## src/rtl/controller_link_responder.sv

```systemverilog
// Console-side responder for the serial controller link: receives button frames,
// returns a feedback frame on the same ControllerClk bursts, and tracks link liveness.
module controller_link_responder #(
  parameter int unsigned FRAME_BITS        = 32,
  parameter int unsigned TIMEOUT_CYCLES    = 1024,
  parameter int unsigned DISCONNECT_CYCLES = 1048576
) (
  input  logic                  Clk,
  input  logic                  Reset,
  input  logic                  ControllerClk,
  input  logic                  ControllerIn,
  output logic                  ControllerOut,
  input  logic [FRAME_BITS-1:0] FeedbackData,
  input  logic                  FeedbackValid,
  output logic                  FeedbackReady,
  output logic [FRAME_BITS-1:0] ButtonData,
  output logic                  ButtonValid,
  output logic                  FrameError,
  output logic                  ControllerConnected
);

  localparam int unsigned RX_W  = FRAME_BITS + 1;
  localparam int unsigned CNT_W = $clog2(FRAME_BITS + 1);
  localparam int unsigned TMO_W = $clog2(TIMEOUT_CYCLES + 1);
  localparam int unsigned DC_W  = $clog2(DISCONNECT_CYCLES + 1);

  typedef enum logic [1:0] {IDLE, RECV, DONE} state_e;

  state_e                state_q, state_d;
  logic [2:0]            cclk_sync_q, cclk_sync_d;
  logic [1:0]            cin_sync_q, cin_sync_d;
  logic [FRAME_BITS-1:0] hold_q, hold_d;
  logic [FRAME_BITS-1:0] tx_q, tx_d;
  logic [RX_W-1:0]       rx_q, rx_d;
  logic [CNT_W-1:0]      bitcnt_q, bitcnt_d;
  logic [CNT_W-1:0]      txcnt_q, txcnt_d;
  logic [TMO_W-1:0]      tmo_q, tmo_d;
  logic [DC_W-1:0]       dc_q, dc_d;
  logic [FRAME_BITS-1:0] bdata_q, bdata_d;
  logic                  out_q, out_d;
  logic                  ready_q, ready_d;
  logic                  bvalid_q, bvalid_d;
  logic                  ferr_q, ferr_d;
  logic                  conn_q, conn_d;
  logic                  rise_c, fall_c, cin_c;

  // Synchronisers: s1 = bit 0, s2 = bit 1, s3 = bit 2 (edge-detect stage).
  always_comb begin
    cclk_sync_d = {cclk_sync_q[1:0], ControllerClk};
    cin_sync_d  = {cin_sync_q[0], ControllerIn};
    rise_c      = cclk_sync_q[1] & ~cclk_sync_q[2];
    fall_c      = ~cclk_sync_q[1] & cclk_sync_q[2];
    cin_c       = cin_sync_q[1];
  end

  always_ff @(posedge Clk) begin
    cclk_sync_q <= cclk_sync_d;
    cin_sync_q  <= cin_sync_d;
  end

  always_comb begin
    state_d  = state_q;
    hold_d   = hold_q;
    tx_d     = tx_q;
    rx_d     = rx_q;
    bitcnt_d = bitcnt_q;
    txcnt_d  = txcnt_q;
    tmo_d    = tmo_q;
    bdata_d  = bdata_q;
    bvalid_d = 1'b0;
    ferr_d   = 1'b0;

    case (state_q)
      IDLE: begin
        tmo_d   = '0;
        txcnt_d = '0;
        if (FeedbackValid && ready_q) begin
          hold_d = FeedbackData;
          tx_d   = FeedbackData;
        end
        if (rise_c) begin
          rx_d     = RX_W'(cin_c);
          bitcnt_d = CNT_W'(1);
          state_d  = RECV;
        end
      end
      RECV: begin
        if (fall_c && (txcnt_q != CNT_W'(FRAME_BITS))) begin
          tx_d    = tx_q << 1;
          txcnt_d = txcnt_q + CNT_W'(1);
        end
        if (rise_c) begin
          rx_d     = {rx_q[RX_W-2:0], cin_c};
          bitcnt_d = bitcnt_q + CNT_W'(1);
          tmo_d    = '0;
          if (bitcnt_q == CNT_W'(FRAME_BITS)) begin
            state_d = DONE;
          end
        end else if (tmo_q == TMO_W'(TIMEOUT_CYCLES - 1)) begin
          // Stalled link: abandon the frame and re-arm the feedback word.
          ferr_d  = 1'b1;
          rx_d    = '0;
          tx_d    = hold_q;
          txcnt_d = '0;
          state_d = IDLE;
        end else begin
          tmo_d = tmo_q + TMO_W'(1);
        end
      end
      DONE: begin
        if (!(^rx_q)) begin
          bdata_d  = rx_q[RX_W-1:1];
          bvalid_d = 1'b1;
        end else begin
          ferr_d = 1'b1;
        end
        tx_d    = hold_q;
        txcnt_d = '0;
        state_d = IDLE;
      end
      default: state_d = IDLE;
    endcase

    ready_d = (state_d == IDLE);
    // After all data bits have gone out, the parity of the held word follows.
    out_d = ((state_d == RECV) && (txcnt_d == CNT_W'(FRAME_BITS))) ? ^hold_d
                                                                    : tx_d[FRAME_BITS-1];

    if (bvalid_d) begin
      dc_d = '0;
    end else if (dc_q == DC_W'(DISCONNECT_CYCLES)) begin
      dc_d = dc_q;
    end else begin
      dc_d = dc_q + DC_W'(1);
    end

    if (bvalid_d) begin
      conn_d = 1'b1;
    end else if (dc_d == DC_W'(DISCONNECT_CYCLES)) begin
      conn_d = 1'b0;
    end else begin
      conn_d = conn_q;
    end
  end

  always_ff @(posedge Clk) begin
    if (Reset) begin
      state_q  <= IDLE;
      hold_q   <= '0;
      tx_q     <= '0;
      rx_q     <= '0;
      bitcnt_q <= '0;
      txcnt_q  <= '0;
      tmo_q    <= '0;
      dc_q     <= '0;
      bdata_q  <= '0;
      out_q    <= 1'b0;
      ready_q  <= 1'b0;
      bvalid_q <= 1'b0;
      ferr_q   <= 1'b0;
      conn_q   <= 1'b0;
    end else begin
      state_q  <= state_d;
      hold_q   <= hold_d;
      tx_q     <= tx_d;
      rx_q     <= rx_d;
      bitcnt_q <= bitcnt_d;
      txcnt_q  <= txcnt_d;
      tmo_q    <= tmo_d;
      dc_q     <= dc_d;
      bdata_q  <= bdata_d;
      out_q    <= out_d;
      ready_q  <= ready_d;
      bvalid_q <= bvalid_d;
      ferr_q   <= ferr_d;
      conn_q   <= conn_d;
    end
  end

  assign ControllerOut       = out_q;
  assign FeedbackReady       = ready_q;
  assign ButtonData          = bdata_q;
  assign ButtonValid         = bvalid_q;
  assign FrameError          = ferr_q;
  assign ControllerConnected = conn_q;

endmodule

```

## config.mk

```make
export PLATFORM = sky130hd
export DESIGN_NAME = controller_link_responder
export DESIGN_NICKNAME = d
export VERILOG_FILES = /design/src/rtl/controller_link_responder.sv
export SDC_FILE = /design/constraint.sdc
export NUM_CORES = 1
export LEC_CHECK = 0
export ABC_AREA = 0
export CAP_MARGIN = 10
export CORE_UTILIZATION = 35
export DETAILED_ROUTE_END_ITERATION = 6
export SLEW_MARGIN = 20
export SYNTH_ARGS = -nofsm -noshare
export SYNTH_HDL_FRONTEND = slang
export SYNTH_SLANG_ARGS = --single-unit
export TNS_END_PERCENT = 5
```

## constraint.sdc

```tcl
create_clock -name Clk -period 6.5 [get_ports Clk]
set_clock_uncertainty 0.1 [all_clocks]
set_input_delay 1.625 -clock Clk [delete_from_list [all_inputs] [get_ports Clk]]
set_output_delay 1.625 -clock Clk [all_outputs]
set_load 0.05 [all_outputs]
```

# Yosys cells after proc, flatten, opt, wreduce, memory -nomap -nowiden
# Cells that the tools add are included.
# op_classes
n_reduce_logical,16
eq_ne,14
bitwise_logic,5
addsub,4
n_mux,37
# op_table
operator,count
$mux 32,6
$mux 33,3
$pmux 32 s3,1
$pmux 33 s2,1
$eq 21x21->1 const B,2
$mux 21,2
$reduce_xor 33->1,1
$reduce_xor 32->1,1
$mux 6,5
$pmux 6 s2,2
$mux 11,2
$pmux 11 s2,1
$add 21x1->21 const B,1
$add 6x1->6 const B,2
$eq 6x6->1 const B,2
$add 11x1->11 const B,1
$eq 11x10->1 const B,1
$mux 1,8
$mux 2,4
$ne 2x2->1 const B,3
$ne 3x3->1 const B,2
$ne 6x6->1 const B,1
$reduce_and 2->1,3
$reduce_and 3->1,2
other kinds (11),19
# totals
ff_bits,185

# Longest topological paths before layout
# logic_depth
depth_word,10
ltp_mapped,10
ltp_nobuf,10

# Worst setup path after synthesis
# OpenSTA, ideal clock, no wires.
# synth_path
path_type,input -> register
start,in FeedbackData[0]
end,reg out_q (netlist: ControllerOut)
setup_time_ns,0.117
slack_ns,3.661
t_required_ns,6.283
path_buffers,0
t_arrival_ns,2.622
stages,8
cell_sequence,xor2_1 > xnor2_1 > xnor2_1 > xnor2_1 > xnor2_1 > nand2_1 > o21ai_0 > o22a_1
# synth_via
elab_chain_cells,4
# synth_rtl
item,line_no,rtl
from (decl),13,"input logic [FRAME_BITS-1:0] FeedbackData,"
$mux 32,77,if (FeedbackValid && ready_q) begin
$mux 32,73,case (state_q)
$reduce_xor 32->1,126,out_d = ((state_d == RECV) && (txcnt_d == CNT_W'(FRAME_BITS))) ? ^hold_d
$mux 1,126,
to (signal assigned),172,out_q <= out_d;
to (decl),40,"logic out_q, out_d;"
# No other way between the ends.
# A chain may end at the register's enable or synchronous reset.

# Final worst setup path
# layout_path
start,reg ferr_q (netlist: FrameError)
end,out FrameError
# layout_rtl
item,line_no,rtl
from (decl),43,"logic ferr_q, ferr_d;"
from (signal assigned),175,ferr_q <= ferr_d;
to (decl),18,"output logic FrameError,"
# No word-level cell between the ends.

==> results by group <==
Synth
  • Synthesized flop and latch total: 185
  • Share of the synthesized area in the top cell type: 0.421
  • Commonest cells post-synth: 185 x dfxtp_1, 156 x nand2_1, 116 x nor2_1, 94 x xnor2_1, 79 x a21oi_1
  • Library cells used by synthesis: 54
  • YS warnings: 0
  • Post-synth EDFFs: 0
  • Most numerous cell in the Yosys netlist: dfxtp_1
  • Sequential element share of the synthesized area: 0.421
  • Syn_area_per_cell: 8.35 um2
  • Async S/R FF share, synth: 0
  • Synth area leader: dfxtp_1
  • Post-synth net total: 1103
  • Mapped cell area: 8800 um2
  • Ys flop type: dfxtp_1
  • Dominant cells by area after synthesis: dfxtp_1 42%, xnor2_1 9.4%, nand2_1 6.7%
  • Gate Count Post-Synth: 1054

Pwr
  • Peak supply drop: 156 uV
  • Pwr Total: 2.50 mW
  • Leakage: 3.61 nW
  • Power per cell area: 241 nW/um2

Global routing
  • Largest net degree at the start of global routing: 91
  • Initial antenna violation count: 0
  • Vias in the first global route: 6914
  • Total GRT Usage: 0.163
  • Global route overflow: 0
  • First-pass GRT wire length: 34500 um

Timing
  • Tcrit/Tclk final: 0.519
  • Max_slew headroom: 0.380
  • Setup_tns: 0 ns
  • Maximum clock frequency: 0.296 GHz
  • Endpoints failing setup: 0
  • Slew Viols, Final: 0
  • Actual slew at the worst max-slew pin: 0.930 ns
  • RSZ-0062 raised after global routing: false
  • Final hold vios: 0
  • Post-layout min period: 3.38 ns

Floorplanning
  • Core area: 24500 um2
  • I/O pin total: 74
  • Row cnt: 57
  • Die width: 161 um
  • Chip Height: 161 um
  • Initial core utilization: 0.360
  • Die ar.: 25800 um2

Setup path
  • WP data required: 4.78 ns
  • Worst reg2reg setup slack: 3.62 ns
  • R2R Path End: ControllerConnected$_SDFFE_PP0P_
  • Worst setup EP type: primary output
  • Slowest stage delay, CP: 0.84 ns
  • Data arrival, critical path: 1.65 ns
  • Top cell family by delay on the critical path: buffers and inverters
  • Cells on worst reg2reg path: 8
  • Critical Path Start Type: flip-flop
  • Slowest CP cell: clkdlybuf4s50_1
  • Max Fanout on Critical Path: 1
  • Cell Chain, Critical Path: clkdlybuf4s50_1
  • Setup CP Type: flip-flop to primary output
  • Reg2reg start: dc_q[1]$_SDFF_PP0_
  • CP Buf/Inv Count: 1

CTS
  • Post-CTS setup buffer count: 0
  • CTS H-Tree Depth: 4
  • Post_cts resized: 0
  • CTS Sinks: 185
  • CTS Buffer Depth: 2
  • Hold_buf cts: 0
  • Worst-path clk slew: 0.07 ns
  • Clock insertion delay at the later pin of the skew report: 0.44 ns
  • CTS tree: built
  • CTS root buffer: clkbuf_16
  • TritonCTS buffer count: 17

Route
  • Drt drc: 0
  • DRT Wirelength: 20500 um
  • Number of vias in the routed layout: 7279
  • Starting DRT DRC Count: 434
  • DRT Pass-1 Iters: 5
  • Detail Route Antenna Nets: 0
  • Routed len/inst: 14.3 um
  • Post-DR vias/cell: 5.10

Min path
  • Hold Path Depth: 0
  • WHS Endpoint: cclk_sync_q[1]$_DFF_P_
  • Hold path start: cclk_sync_q[0]$_DFF_P_
  • Hold WC Path Type: flip-flop to flip-flop

Cells and area
  • Area growth syn-to-layout: 17.9%
  • Antenna cells: 0
  • Final #Nets: 1140
  • Final instance area: 10400 um2
  • Fraction of layout cells with a size suffix above 1: 0.0516
  • Final core occ: 0.424

Run
  • Max-cap violations: 0

Placed design
  • IO buf count: 73
  • Routability Congestion: 0.776
  • Post-placement cell area: 9790 um2
  • Post-DP HPWL: 13300 um

Status
  • Status: finished, final reports clean
==> how the worst max path moves through the flow <==
stage | from | end | cells past startpoint
after floorplan | FeedbackData[0] | ControllerOut$_SDFF_PP0_ | 8
after global placement | FeedbackData[5] | ControllerOut$_SDFF_PP0_ | 9
after detailed placement | FeedbackData[5] | ControllerOut$_SDFF_PP0_ | 9
after CTS | FrameError$_SDFF_PP0_ | FrameError | 1
after global routing | ButtonData[1]$_SDFFE_PP0N_ | ButtonData[1] | 1
final | FrameError$_SDFF_PP0_ | FrameError | 1
==> where the power goes <==
group,switching (mW),total [mW],internal (mW)
logic,0.167,0.293,0.126
clock network,0.490,1.03,0.545
registers,0.0192,1.17,1.15
total,0.676,2.50,1.82
==> state kept, by name, summed over array words and instances, names as in the netlist <==
name,cells
ButtonData,32
ButtonValid,1
ControllerConnected,1
ControllerOut,1
FeedbackReady,1
FrameError,1
bitcnt_q,6
cclk_sync_q,3
cin_sync_q,2
dc_q,21
hold_q,32
rx_q,33
state_q,2
tmo_q,11
tx_q,32
txcnt_q,6
==> logic make-up (layout without fill, tap and decap cells) <==
kind of cell	count (synthesis)	in the layout	synth area share
buf+inv	84	134	0.0370
mux	34	34	0.0388
simple gates	393	393	0.198
xor+xnor	129	129	0.130
fa+ha+maj	12	12	0.0171
flops	185	185	0.421
compound gates	217	217	0.158
==> layout make-up <==
class	count	area [um2]
multi-input combinational	785	4790
clock inverter	15	159
sequential	185	3700
inverter	16	60.1
fill	2451	14100
timing repair buffer	86	826
tap	324	405
clock buffer	17	425
==> through the flow <==
stage	hold slack [ns]	setup WS, ns	cells
after global routing	0.256	3.10	1428
after detailed placement	0.224	2.86	1396
after floorplan	0.210	3.66	1054
final	0.235	3.12	1428
after global placement	0.221	2.94	1396
after CTS	0.241	3.12	1428
==> cell usage in the layout, fill, tap and decap left out, types with 2 or more instances in the layout <==
cell / count
dfxtp_1: 185
nand2_1: 156
nor2_1: 115
xnor2_1: 94
a21oi_1: 79
clkdlybuf4s50_1: 72
a22oi_1: 65
nand3_1: 55
xor2_1: 34
mux2i_1: 33
o211ai_1: 31
clkbuf_16: 17
inv_1: 16
buf_4: 14
o21ai_0: 13
nor3_1: 13
ha_1: 12
nand4_1: 10
and3_1: 7
nand2b_1: 5
nor4_1: 5
a31oi_1: 5
o22ai_1: 5
clkinv_4: 5
inv_8: 5
or3_1: 4
nor3b_1: 4
nor2b_1: 3
and2_1: 3
a22o_1: 3
a21o_1: 2
or4_1: 2
o21ai_2: 2
nand3b_1: 2
clkinvlp_4: 2
==> layer usage <==
layer	wire [um]	GRT usage
met3	930	0.0305
met4	165	0.0446
met5	0	0
met1	10200	0.228
met2	9150	0.254
(Power assumes the default switching activity.)
